===== src/rtl/mips_defs.sv =====
// Shared definitions for the MIPS front end: widths, reset PC and fetch state encoding.
package mips_defs;

  localparam int unsigned INSTR_W = 32;
  localparam int unsigned ADDR_W  = 32;

  localparam logic [ADDR_W-1:0] RESET_PC_DEFAULT = 32'h0000_3000;

  typedef enum logic [1:0] {
    StIdle    = 2'd0,
    StReq     = 2'd1,
    StDiscard = 2'd2
  } fetch_state_e;

  typedef struct packed {
    logic [ADDR_W-1:0]  pc;
    logic [INSTR_W-1:0] word;
  } fetch_entry_t;

endpackage


===== src/rtl/fetch_fifo.sv =====
// Prefetch FIFO of {pc, word} entries with synchronous push/pop/flush; head reads 0 when empty.
module fetch_fifo
  import mips_defs::*;
#(
  parameter int unsigned DEPTH = 2,
  parameter int unsigned CNT_W = $clog2(DEPTH + 1)
) (
  input  logic             clock,
  input  logic             reset,
  input  logic             push,
  input  logic             pop,
  input  logic             flush,
  input  fetch_entry_t     wdata,
  output fetch_entry_t     head,
  output logic [CNT_W-1:0] count
);

  localparam int unsigned PTR_W = $clog2(DEPTH);

  fetch_entry_t     mem_q [DEPTH];
  logic [PTR_W-1:0] wr_ptr_q, rd_ptr_q;
  logic [CNT_W-1:0] count_q;
  logic             do_push, do_pop;

  assign do_push = push && (count_q != CNT_W'(DEPTH));
  assign do_pop  = pop && (count_q != '0);

  always_ff @(posedge clock or negedge reset) begin
    if (!reset) begin
      wr_ptr_q <= '0;
      rd_ptr_q <= '0;
      count_q  <= '0;
    end else if (flush) begin
      wr_ptr_q <= '0;
      rd_ptr_q <= '0;
      count_q  <= '0;
    end else begin
      if (do_push) wr_ptr_q <= wr_ptr_q + PTR_W'(1);
      if (do_pop)  rd_ptr_q <= rd_ptr_q + PTR_W'(1);
      count_q <= count_q + CNT_W'(do_push) - CNT_W'(do_pop);
    end
  end

  // Storage needs no reset: the head is masked whenever the FIFO is empty.
  always_ff @(posedge clock) begin
    if (do_push && !flush) mem_q[wr_ptr_q] <= wdata;
  end

  assign head  = (count_q != '0) ? mem_q[rd_ptr_q] : '0;
  assign count = count_q;

endmodule


===== src/rtl/fetch_unit.sv =====
// Instruction fetch stage: PC, req/ack memory port, prefetch FIFO and redirect handling.
// Optional stall cycle counter enabled by defining FETCH_STALL_CNT_EN.
module fetch_unit
  import mips_defs::*;
#(
  parameter int unsigned DEPTH    = 2,
  parameter logic [31:0] RESET_PC = RESET_PC_DEFAULT
) (
  input  logic        clock,
  input  logic        reset,
  output logic        imem_req,
  output logic [31:0] imem_addr,
  input  logic        imem_ack,
  input  logic [31:0] imem_rdata,
  output logic        inst_valid,
  input  logic        inst_ready,
  output logic [31:0] inst,
  output logic [31:0] inst_pc,
`ifdef FETCH_STALL_CNT_EN
  output logic [31:0] stall_cycles,
`endif
  input  logic        redirect,
  input  logic [31:0] redirect_pc
);

  localparam int unsigned CNT_W = $clog2(DEPTH + 1);
  localparam int unsigned NC_W  = CNT_W + 1;

  fetch_state_e     state_q;
  logic [31:0]      fetch_pc_q, pending_pc_q;
  logic [31:0]      redirect_tgt;
  logic [CNT_W-1:0] count;
  logic [NC_W-1:0]  next_count;
  logic             push, pop, room;
  fetch_entry_t     head, wdata;

  assign redirect_tgt = {redirect_pc[31:2], 2'b00};

  // Redirect masks the head so the flushed entry can never be consumed.
  assign inst_valid = (count != '0) && !redirect;
  assign pop        = inst_valid && inst_ready;
  assign push       = (state_q == StReq) && imem_ack && !redirect;
  assign next_count = {1'b0, count} + NC_W'(push) - NC_W'(pop);
  assign room       = next_count < NC_W'(DEPTH);

  assign wdata = '{pc: fetch_pc_q, word: imem_rdata};

  fetch_fifo #(
    .DEPTH(DEPTH),
    .CNT_W(CNT_W)
  ) u_fifo (
    .clock(clock),
    .reset(reset),
    .push (push),
    .pop  (pop),
    .flush(redirect),
    .wdata(wdata),
    .head (head),
    .count(count)
  );

  always_ff @(posedge clock or negedge reset) begin
    if (!reset) begin
      state_q      <= StIdle;
      fetch_pc_q   <= RESET_PC;
      pending_pc_q <= '0;
    end else begin
      case (state_q)
        StIdle: begin
          if (redirect) begin
            fetch_pc_q <= redirect_tgt;
            state_q    <= StReq;
          end else if (room) begin
            state_q <= StReq;
          end
        end
        StReq: begin
          if (redirect) begin
            if (imem_ack) begin
              fetch_pc_q <= redirect_tgt;
            end else begin
              pending_pc_q <= redirect_tgt;
              state_q      <= StDiscard;
            end
          end else if (imem_ack) begin
            fetch_pc_q <= fetch_pc_q + 32'd4;
            if (!room) state_q <= StIdle;
          end
        end
        StDiscard: begin
          // A redirect arriving with the stale ack still wins over the pending target.
          if (imem_ack) begin
            fetch_pc_q <= redirect ? redirect_tgt : pending_pc_q;
            state_q    <= StReq;
          end else if (redirect) begin
            pending_pc_q <= redirect_tgt;
          end
        end
        default: state_q <= StIdle;
      endcase
    end
  end

  assign imem_req  = (state_q == StReq) || (state_q == StDiscard);
  assign imem_addr = fetch_pc_q;
  assign inst      = head.word;
  assign inst_pc   = head.pc;

`ifdef FETCH_STALL_CNT_EN
  logic [31:0] stall_q;

  always_ff @(posedge clock or negedge reset) begin
    if (!reset) begin
      stall_q <= '0;
    end else if (inst_ready && !inst_valid && !redirect && (stall_q != '1)) begin
      stall_q <= stall_q + 32'd1;
    end
  end

  assign stall_cycles = stall_q;
`endif

endmodule


===== config.mk =====
export PLATFORM = sky130hd
export DESIGN_NAME = fetch_unit
export DESIGN_NICKNAME = d
export VERILOG_FILES = /design/src/rtl/mips_defs.sv /design/src/rtl/fetch_fifo.sv /design/src/rtl/fetch_unit.sv
export SDC_FILE = /design/constraint.sdc
export NUM_CORES = 1
export LEC_CHECK = 0
export ABC_AREA = 1
export ABC_CLOCK_PERIOD_IN_PS = 7700
export BUFFER_PORTS_ARGS = -buffer_cell sky130_fd_sc_hd__clkbuf_2
export CELL_PAD_IN_SITES_DETAIL_PLACEMENT = 1
export CELL_PAD_IN_SITES_GLOBAL_PLACEMENT = 1
export CORE_UTILIZATION = 35
export DETAILED_ROUTE_END_ITERATION = 7
export HOLD_SLACK_MARGIN = 0.12
export PLACE_DENSITY_LB_ADDON = 0.1
export SLEW_MARGIN = 40
export SYNTH_ARGS = -nofsm -noshare
export SYNTH_HDL_FRONTEND = slang
export SYNTH_SLANG_ARGS = --single-unit

===== constraint.sdc =====
create_clock -name clock -period 7.7 [get_ports clock]
set_input_delay 1.54 -clock clock [delete_from_list [all_inputs] [get_ports clock]]
set_output_delay 1.54 -clock clock [all_outputs]
set_load 0.005 [all_outputs]

; Word level (Yosys, flattened, before mapping)
; Memories as Yosys holds them, arrays and structs flattened.
; Index checks and enable logic that the tools add are counted.
[classes]
magnitude_cmp = 1
n_eq_ne = 13
reduce_logical = 18
n_mux = 27
addsub = 7
[op_table]
columns = op, count
row1 = two-way mux 32 bit, 9
row2 = one-hot mux 32 bit (3 select lines), 1
row3 = two-way mux 64 bit, 1
row4 = one-hot mux 32 bit (2 select lines), 1
row5 = adder 32 x 3 -> 32 bit (second input constant), 1
row6 = two-way mux 2 bit, 8
row7 = inequality test 2 bit (second input constant), 7
row8 = inequality test 3 bit (second input constant), 4
row9 = AND reduction 4 bit, 2
row10 = nonzero test 2 bit, 4
row11 = logical AND 1 bit, 7
row12 = two-way mux 1 bit, 6
row13 = one-hot mux 2 bit (3 select lines), 1
row14 = AND reduction 5 bit, 1
row15 = adder 2 x 1 -> 3 bit, 1
row16 = < comparator 3 x 2 -> 1 bit (second input constant), 1
row17 = nonzero test 3 bit, 1
row18 = subtractor 3 x 1 -> 3 bit, 1
row19 = adder 1 bit (second input constant), 2
row20 = adder 2 x 1 -> 2 bit, 1
row21 = == test 2 x 1 -> 1 bit (second input constant), 1
row22 = == test 2 bit (second input constant), 1
row23 = logical NOT 2 bit, 1
row24 = subtractor 2 x 1 -> 2 bit, 1
row25 = 2 further kinds, 2
[word_totals]
wordCells = 73
memories = 1
ff_bits = 70
ramBits = 128
input_bits = 69
[mem_list]
columns = name, words, word_bits, read_ports, rd_clocked_by_memory_dff, wr, line
row1 = u_fifo.mem_q, 2, 64, 1, 0, 1, fetch_fifo.sv:20  ; fetch_entry_t mem_q [DEPTH];

; Depth between registers and ports, before layout
; Gate-level depths: netlist of run 1.
[depth]
depth_word = 10
mapped_depth = 16
mapped_depth_nobuf = 16

; Cells and area by module
; A second synthesis of run 1 with hierarchy kept.
[hier_totals]
hier_cells = 975
hier_area_um2 = 9519.1
[modules_own_cells]
columns = mod, cells_each, area_per_inst_um2, instances
row1 = fetch_fifo, 376, 5346.4, 1
row2 = fetch_unit, 599, 4172.8, 1

; Least setup slack after synthesis of run 1
; OpenSTA, ideal clock, no wires.
[synth_timing]
path_type = input-to-reg
startpoint = input redirect
endpoint = memory u_fifo.mem_q[0][0] in the netlist's numbering (enable)
arrival_time_ns = 4.831
stages = 6
required_time_ns = 7.213
slack_ns = 2.382
path_buffers = 1
cell_sequence = buf_4 -> inv_4 -> nand2_8 -> nor2_1 -> o21ai_0 -> nor2_1
[synth_via]
elab_chain_len = 6
[synth_rtl]
columns = element, line
row1 = "start, declared", fetch_unit.sv:22  ; input logic redirect,
row2 = logical NOT 1 bit *, "fetch_fifo.sv:46, fetch_unit.sv:42"
row3 = logical AND 1 bit, fetch_unit.sv:42  ; assign push = (state_q == StReq) && imem_ack && !redirect;
row4 = logical AND 1 bit, fetch_fifo.sv:25  ; assign do_push = push && (count_q != CNT_W'(DEPTH));
row5 = logical AND 1 bit *, fetch_fifo.sv:46  ; if (do_push && !flush) mem_q[wr_ptr_q] <= wdata;
row6 = two-way mux 1 bit *, fetch_fifo.sv:46
row7 = two-way mux 1 bit (implied by the code) *, fetch_fifo.sv:46
row8 = "end, declared", fetch_fifo.sv:20
; Mark *: on every way between the ends. The rest lies on a longest branch, timed or not.

; Worst setup path after layout of run 1
[layout_timing]
startpoint = input redirect
endpoint = output inst_valid
[layout_via]
elab_chain_len = 2
[layout_rtl]
columns = element, line
row1 = logical NOT 1 bit, fetch_unit.sv:40  ; assign inst_valid = (count != '0) && !redirect;
row2 = logical AND 1 bit, fetch_unit.sv:40
row3 = "end, declared", fetch_unit.sv:15  ; output logic inst_valid,
; Every way passes these cells.

==> run_results.csv, run 1 <==
group,metric,value,unit
status,status,"complete, no violations",
synthesis,yosysTopAreaCell,"edfxtp_1",
clock_network,cts_root_buffer,"clkbuf_16",
floorplan,fp.dieH,165,um
setup_path,crit_chain,"clkbuf_2, nor2_1, clkbuf_2",
power_and_ir_drop,ir_worst_vdd,0.139,mV
clock_network,cts_tree,"built",
finish,post-route-util,42.5,%
power_and_ir_drop,powerDensity,375,nW/um2
setup_path,path_class,"in -> out",
setup_path,arrival,2.03,ns
grt,grt_pass1_wl,40.6,mm
setup_path,cp-end-kind,"output port",
floorplan,chipWidth,165,um
floorplan,ios,167,
timing,worst-slew-pin-transition,0.792,ns
run,maxCapViolCount,0,
setup_path,path_buf_inv,2,
timing,final_hold_viol_count,0,
grt,grt_max_degree,67,
grt,antenna_found_initial,0,
setup_path,cp_slowest_cell,"clkbuf_2",
timing,maxSlewViolCount,0,
timing,rsz0062_at_grt,"no",
floorplan,rows,59,
synthesis,synth_cell_types,40,
timing,finalClockSkew,0.0159,ns
floorplan,die_area,27100,um2
timing,fin_setup_tns,0,ns
finish,drive_above_1_share,22.7,%
drt,drt-vias-per-instance,4.88,
setup_path,worstPathRequired,6.16,ns
grt,grt_use_total,19.7,%
finish,fin_nets,1212,
synthesis,synth_area_leaders,"edfxtp_1 (42%), dfrtp_1 (18%), nand2_1 (13%), a21oi_1 (5.6%), inv_1 (2.8%)",
timing,finalSetupViolCount,0,
setup_path,cp-start-kind,"input port",
clock_network,cts_hold_repair.buffers,0,
drt,drc,0,
placement,gp_congestion,0.792,
synthesis,yosys_warnings,0,
clock_network,path_clk_slew,0.08,ns
drt,drtIter0Drc,373,
power_and_ir_drop,p_leak,4.77,nW
drt,wire_per_inst,17.4,um
timing,max_clock_freq,280,MHz
placement,dp_hpwl,17.6,mm
clock_network,post-cts-setup-buffer-count,0,
drt,routed_wl,25.8,mm
drt,route.vias.total,7232,
clock_network,cts.repair.resized,0,
synthesis,synth_area,9260,um2
clock_network,h-tree-depth,4,
worst_hold_path,hp-class,"reg -> reg",
timing,relSlewSlack,47.0,%
floorplan,core,26000,um2
drt,postRouteAntennaNets,0,
clock_network,cts_sinks,198,
finish,diodes,0,
grt,grt_pass1_vias,7350,
timing,final_min_period_over_clock_period,46.4,%
drt,drt_pre_antenna_iters,4,
synthesis,ys_seq_area_share,60.4,%
synthesis,yosys.area.top_type_share,41.5,%
floorplan,initial_utilization,35.6,%
grt,grt_overflow,0,
setup_path,path_common_cell,"clkbuf_2",
timing,period_needed,3.57,ns
synthesis,syn_nets,1061,
setup_path,max_stage_delay,0.18,ns
synthesis,synth-seq-cells,198,
timing,fin_hold_ws,0.481,ns
clock_network,numCtsBuffers,17,
synthesis,syn_avg_cell_area,9.42,um2
synthesis,synthCells,983,
clock_network,clk_latency,0.44,ns
placement,io_buffers,164,
setup_path,cp_max_fo,8,
clock_network,clk_path_buf_depth,2,
setup_path,path_delay_family,"buffers and inverters",
finish,area_delta_synth_final,19.2,%
[layer usage]
metal / share of wire (%) / vias up / GRT usage (%) / wire (um)
li1: - / 3568 / - / -
met1: 48 / 3506 / 27.7 / 12500
met2: 46 / 138 / 31.7 / 11900
met3: 4.2 / 20 / 3.04 / 1090
met4: 1.2 / 0 / 5.09 / 312
met5: 0 / - / 0 / 0
[cell type report]
type / count / area [um2]
clock buffers: 18 / 429
repair buffers: 173 / 923
flip-flops and latches: 198 / 5600
multi-input cells: 667 / 3200
inverters: 77 / 294
fillers: 3048 / 14900
clock inverters: 14 / 175
well taps: 335 / 419
[worst paths after layout]
path                                       from         endpoint  slack [ns]  cells past startpoint
max in group asynchronous                 reset  u_fifo.rd_ptr_q        5.91                      2
min in group asynchronous                 reset    imem_addr[16]        0.91                      1
worst max register to register  u_fifo.count[1]       state_q[0]        4.56                     14
worst min register to register  pending_pc_q[1]  pending_pc_q[1]        0.48                      2
worst min-delay path            pending_pc_q[1]  pending_pc_q[1]        0.48                      2
worst max-delay path                   redirect       inst_valid        4.13                      3
[synthesized netlist by cell type (all sizes together)]
cell type  count
buf           21
a22oi          7
edfxtp       128
inv           77
nand2        330
nand4          1
dfrtp         68
mux2           4
nor2          82
nand3         42
a211oi         1
xor2           2
or2            6
ha             8
mux2i          1
o21a           1
a31oi          4
and2           3
xnor2          4
clkbuf        20
fa             1
a21oi        111
a221oi         9
dfstp          2
o21ai         48
nand3b         1
o21bai         1
[cell usage in the layout (no fill, tap or decap), types with 5 or more instances in the layout]
master     instances
edfxtp_1         128
nand2_2            8
clkbuf_16         17
inv_1             68
buf_4              5
ha_1               8
dfrtp_1           67
a22oi_1            7
a21oi_2            7
o21ai_1            5
inv_2              7
nand2_1          320
a221oi_1           9
nor2_1            63
nor2_2            13
nand3_1           42
nor2_4             6
a21oi_1          104
clkbuf_2         163
o21ai_0           42
[worst min-delay path, stage by stage (launching register included)]
cell     delay, ns
dfrtp_1       0.35
nand2_1       0.05
inv_1         0.04
[sequential cells by signal, summed over array words and instances, names as in the netlist]
register and cells:
u_fifo.rd_ptr_q 1, u_fifo.wr_ptr_q 1, imem_addr 32, state_q 2
u_fifo.mem_q 128, u_fifo.count 2, pending_pc_q 32
[per-stage QoR]
stage               worst slack [ns]  area, um2  cells  power, mW
CTS                             4.10      11000   1482       4.20
finish                          4.13      11000   1482       4.13
global route                    4.04      11000   1482       4.46
global placement                3.41      10400   1448       3.22
floorplan                       2.38       9260    983       2.66
detailed placement              3.95      10400   1450       3.28
[power breakdown]
group	internal [mW]	total (mW)	switching, mW
registers	1.42	1.69	0.270
clock network	0.445	0.911	0.465
logic	0.531	1.53	0.999
total	2.40	4.13	1.73
[cell families (layout without fill, tap and decap cells)]
logic type,count (synthesis),in the layout,synth area share (%)
DFF,198,198,60.4
adders and majority gates,9,9,1.30
muxes,5,5,0.757
xor gates and xnor gates,6,6,0.567
and+or+nand+nor,465,465,20.7
buffers and inverters,118,282,5.35
AOI/OAI and AO/OA,182,182,10.8
No activity file was read; power rests on OpenSTA's default activity.
==> run 2, diff against run 1 <==
Settings changed: ABC_CLOCK_PERIOD_IN_PS 7700 to 3260.
Clock period 7.7 ns to 3.26 ns, I/O delays scaled along.
==> run 2 against run 1 <==
  * Register-to-register slack worse by 3.7 ns
  * Sequential share of layout area decreased by 0.25 points
  * Critical endpoint is now inst[1]
  * Combinational power rose by 140%
  * Sequential power grew 140%
==> run_results.csv, run 2 (same netlist as run 1, synthesis figures left out) <==
group,metric,value,unit
status,status,"complete, no violations",
placement,numPlacedInstances,1455,
finish,fillers,3077,
clock_network,cts.repair.resized,0,
finish,final_common_cell,"nand2_1",
placement,placed_cell_area,10500,um2
setup_path,arrival,1.99,ns
grt,grt_use_total,19.7,%
worst_hold_path,hp-class,"in -> async",
setup_path,cp_max_fo,34,
drt,wire_per_inst,17.6,um
floorplan,die_area,27100,um2
power_and_ir_drop,p_seq_share,40.6,%
clock_network,clk_latency,0.44,ns
power_and_ir_drop,p_int,5.73,mW
timing,final_min_period_over_clock_period,81.1,%
drt,route.vias.total,7198,
power_and_ir_drop,pwr-share-comb,37.6,%
clock_network,clk_path_buf_depth,2,
setup_path,cp-start-kind,"register",
setup_path,worstPathRequired,2.61,ns
floorplan,fp.dieH,165,um
floorplan,chipWidth,165,um
run,maxCapViolCount,0,
setup_path,reg2reg_slack,0.86,ns
power_and_ir_drop,swShare,42.0,%
grt,grt_max_degree,67,
drt,drt_pre_antenna_iters,4,
drt,routed_wl,26.1,mm
power_and_ir_drop,ir_worst_vdd,0.357,mV
finish,max_flop_register,"u_fifo.mem_q",
floorplan,initial_utilization,35.6,%
power_and_ir_drop,power_frac_clock,21.7,%
finish,area_delta_synth_final,19.8,%
drt,drc,0,
timing,finalClockSkew,0.0160,ns
finish,drive_above_1_share,23.0,%
power_and_ir_drop,powerDensity,891,nW/um2
finish,fin_cells,1487,
finish,diodes,0,
floorplan,ios,167,
timing,max_clock_freq,378,MHz
clock_network,path_clk_slew,0.08,ns
grt,grt_pass1_vias,7179,
clock_network,cts_root_buffer,"clkbuf_16",
placement,io_buffers,164,
placement,dp_hpwl,18.0,mm
floorplan,core,26000,um2
clock_network,numCtsBuffers,17,
clock_network,post-cts-setup-buffer-count,0,
setup_path,ff2ff_path_depth,13,
floorplan,rows,59,
setup_path,path_class,"reg -> out",
timing,rsz0062_at_grt,"no",
grt,grt_overflow,0,
timing,fin_hold_ws,0.221,ns
timing,maxSlewViolCount,0,
finish,post-route-util,42.7,%
drt,drtIter0Drc,390,
clock_network,cts_tree,"built",
finish,fin_nets,1217,
grt,antenna_found_initial,0,
clock_network,cts_hold_repair.buffers,0,
timing,finalSetupViolCount,0,
timing,worst-slew-pin-transition,0.743,ns
finish,final_cell_mix,"nand2_1 (320), clkbuf_2 (163), edfxtp_1 (128)",
drt,postRouteAntennaNets,0,
timing,period_needed,2.64,ns
timing,relSlewSlack,50.5,%
timing,final_hold_viol_count,0,
drt,drt-vias-per-instance,4.84,
placement,gp_congestion,0.759,
power_and_ir_drop,p_switching,4.15,mW
setup_path,cp-end-kind,"output port",
clock_network,h-tree-depth,4,
grt,grt_pass1_wl,40.3,mm
power_and_ir_drop,p_leak,4.80,nW
clock_network,cts_sinks,198,
power_and_ir_drop,p_total,9.88,mW
finish,largest_register_ffs,128,
finish,stdcell_area,11100,um2
## run 2: cell count changes in the layout (fill, tap and decap cells not counted)
cell      before  now
clkinv_8       4    3
buf_6          2    0
nand2_4        1    0
buf_16         1    0
buf_4          5    9
buf_8          1    0
inv_8          3    4
nand2_2        8    9
buf_12         0    5
## run 2: area by class of cell
type	count	area [um2]	share of cell area [%]
multi-input combinational	667	3190	28.8
timing repair buffer	178	988	8.91
clock inverter	14	170	1.53
sequential	198	5600	50.5
inverter	77	294	2.65
clock buffer	18	429	3.87
tap	335	419	3.78
## run 2: per-stage QoR
step                      TNS (ns)  setup slack (ns)
after floorplan             -17.48            -0.137
after global placement           0             0.512
after detailed placement         0             0.508
after CTS                        0             0.550
after global routing             0             0.419
final                            0             0.618
## run 2: per-layer routing
layer	track usage, %	wire, um
met1	27.9	12900
met5	0	0
met3	2.84	927
met2	31.8	12100
met4	4.55	247
## run 2: worst paths after layout
kind                                 startpoint                   to
max in group asynchronous                 reset     pending_pc_q[10]
worst min-delay path                      reset        imem_addr[15]
worst max-delay path            u_fifo.rd_ptr_q              inst[1]
worst max register to register  u_fifo.count[1]           state_q[0]
min in group clock               imem_rdata[27]  u_fifo.mem_q[0][27]
worst min register to register  pending_pc_q[0]      pending_pc_q[0]
## run 2: critical path, stage by stage (launching register included)
cell	delay, ns
dfrtp_2	0.41
inv_2	0.43
buf_12	0.28
nand2_1	0.08
a21oi_1	0.20
clkbuf_2	0.16
## run 2: power by group through the flow
stage                     sequential (mW)  clock (mW)  combinational (mW)
after CTS                            4.02        2.21                3.81
after floorplan                      3.82           0                2.46
after global routing                 4.11        2.30                4.25
after detailed placement             4.08           0                3.78
final                                4.02        2.15                3.72
after global placement               4.05           0                3.72
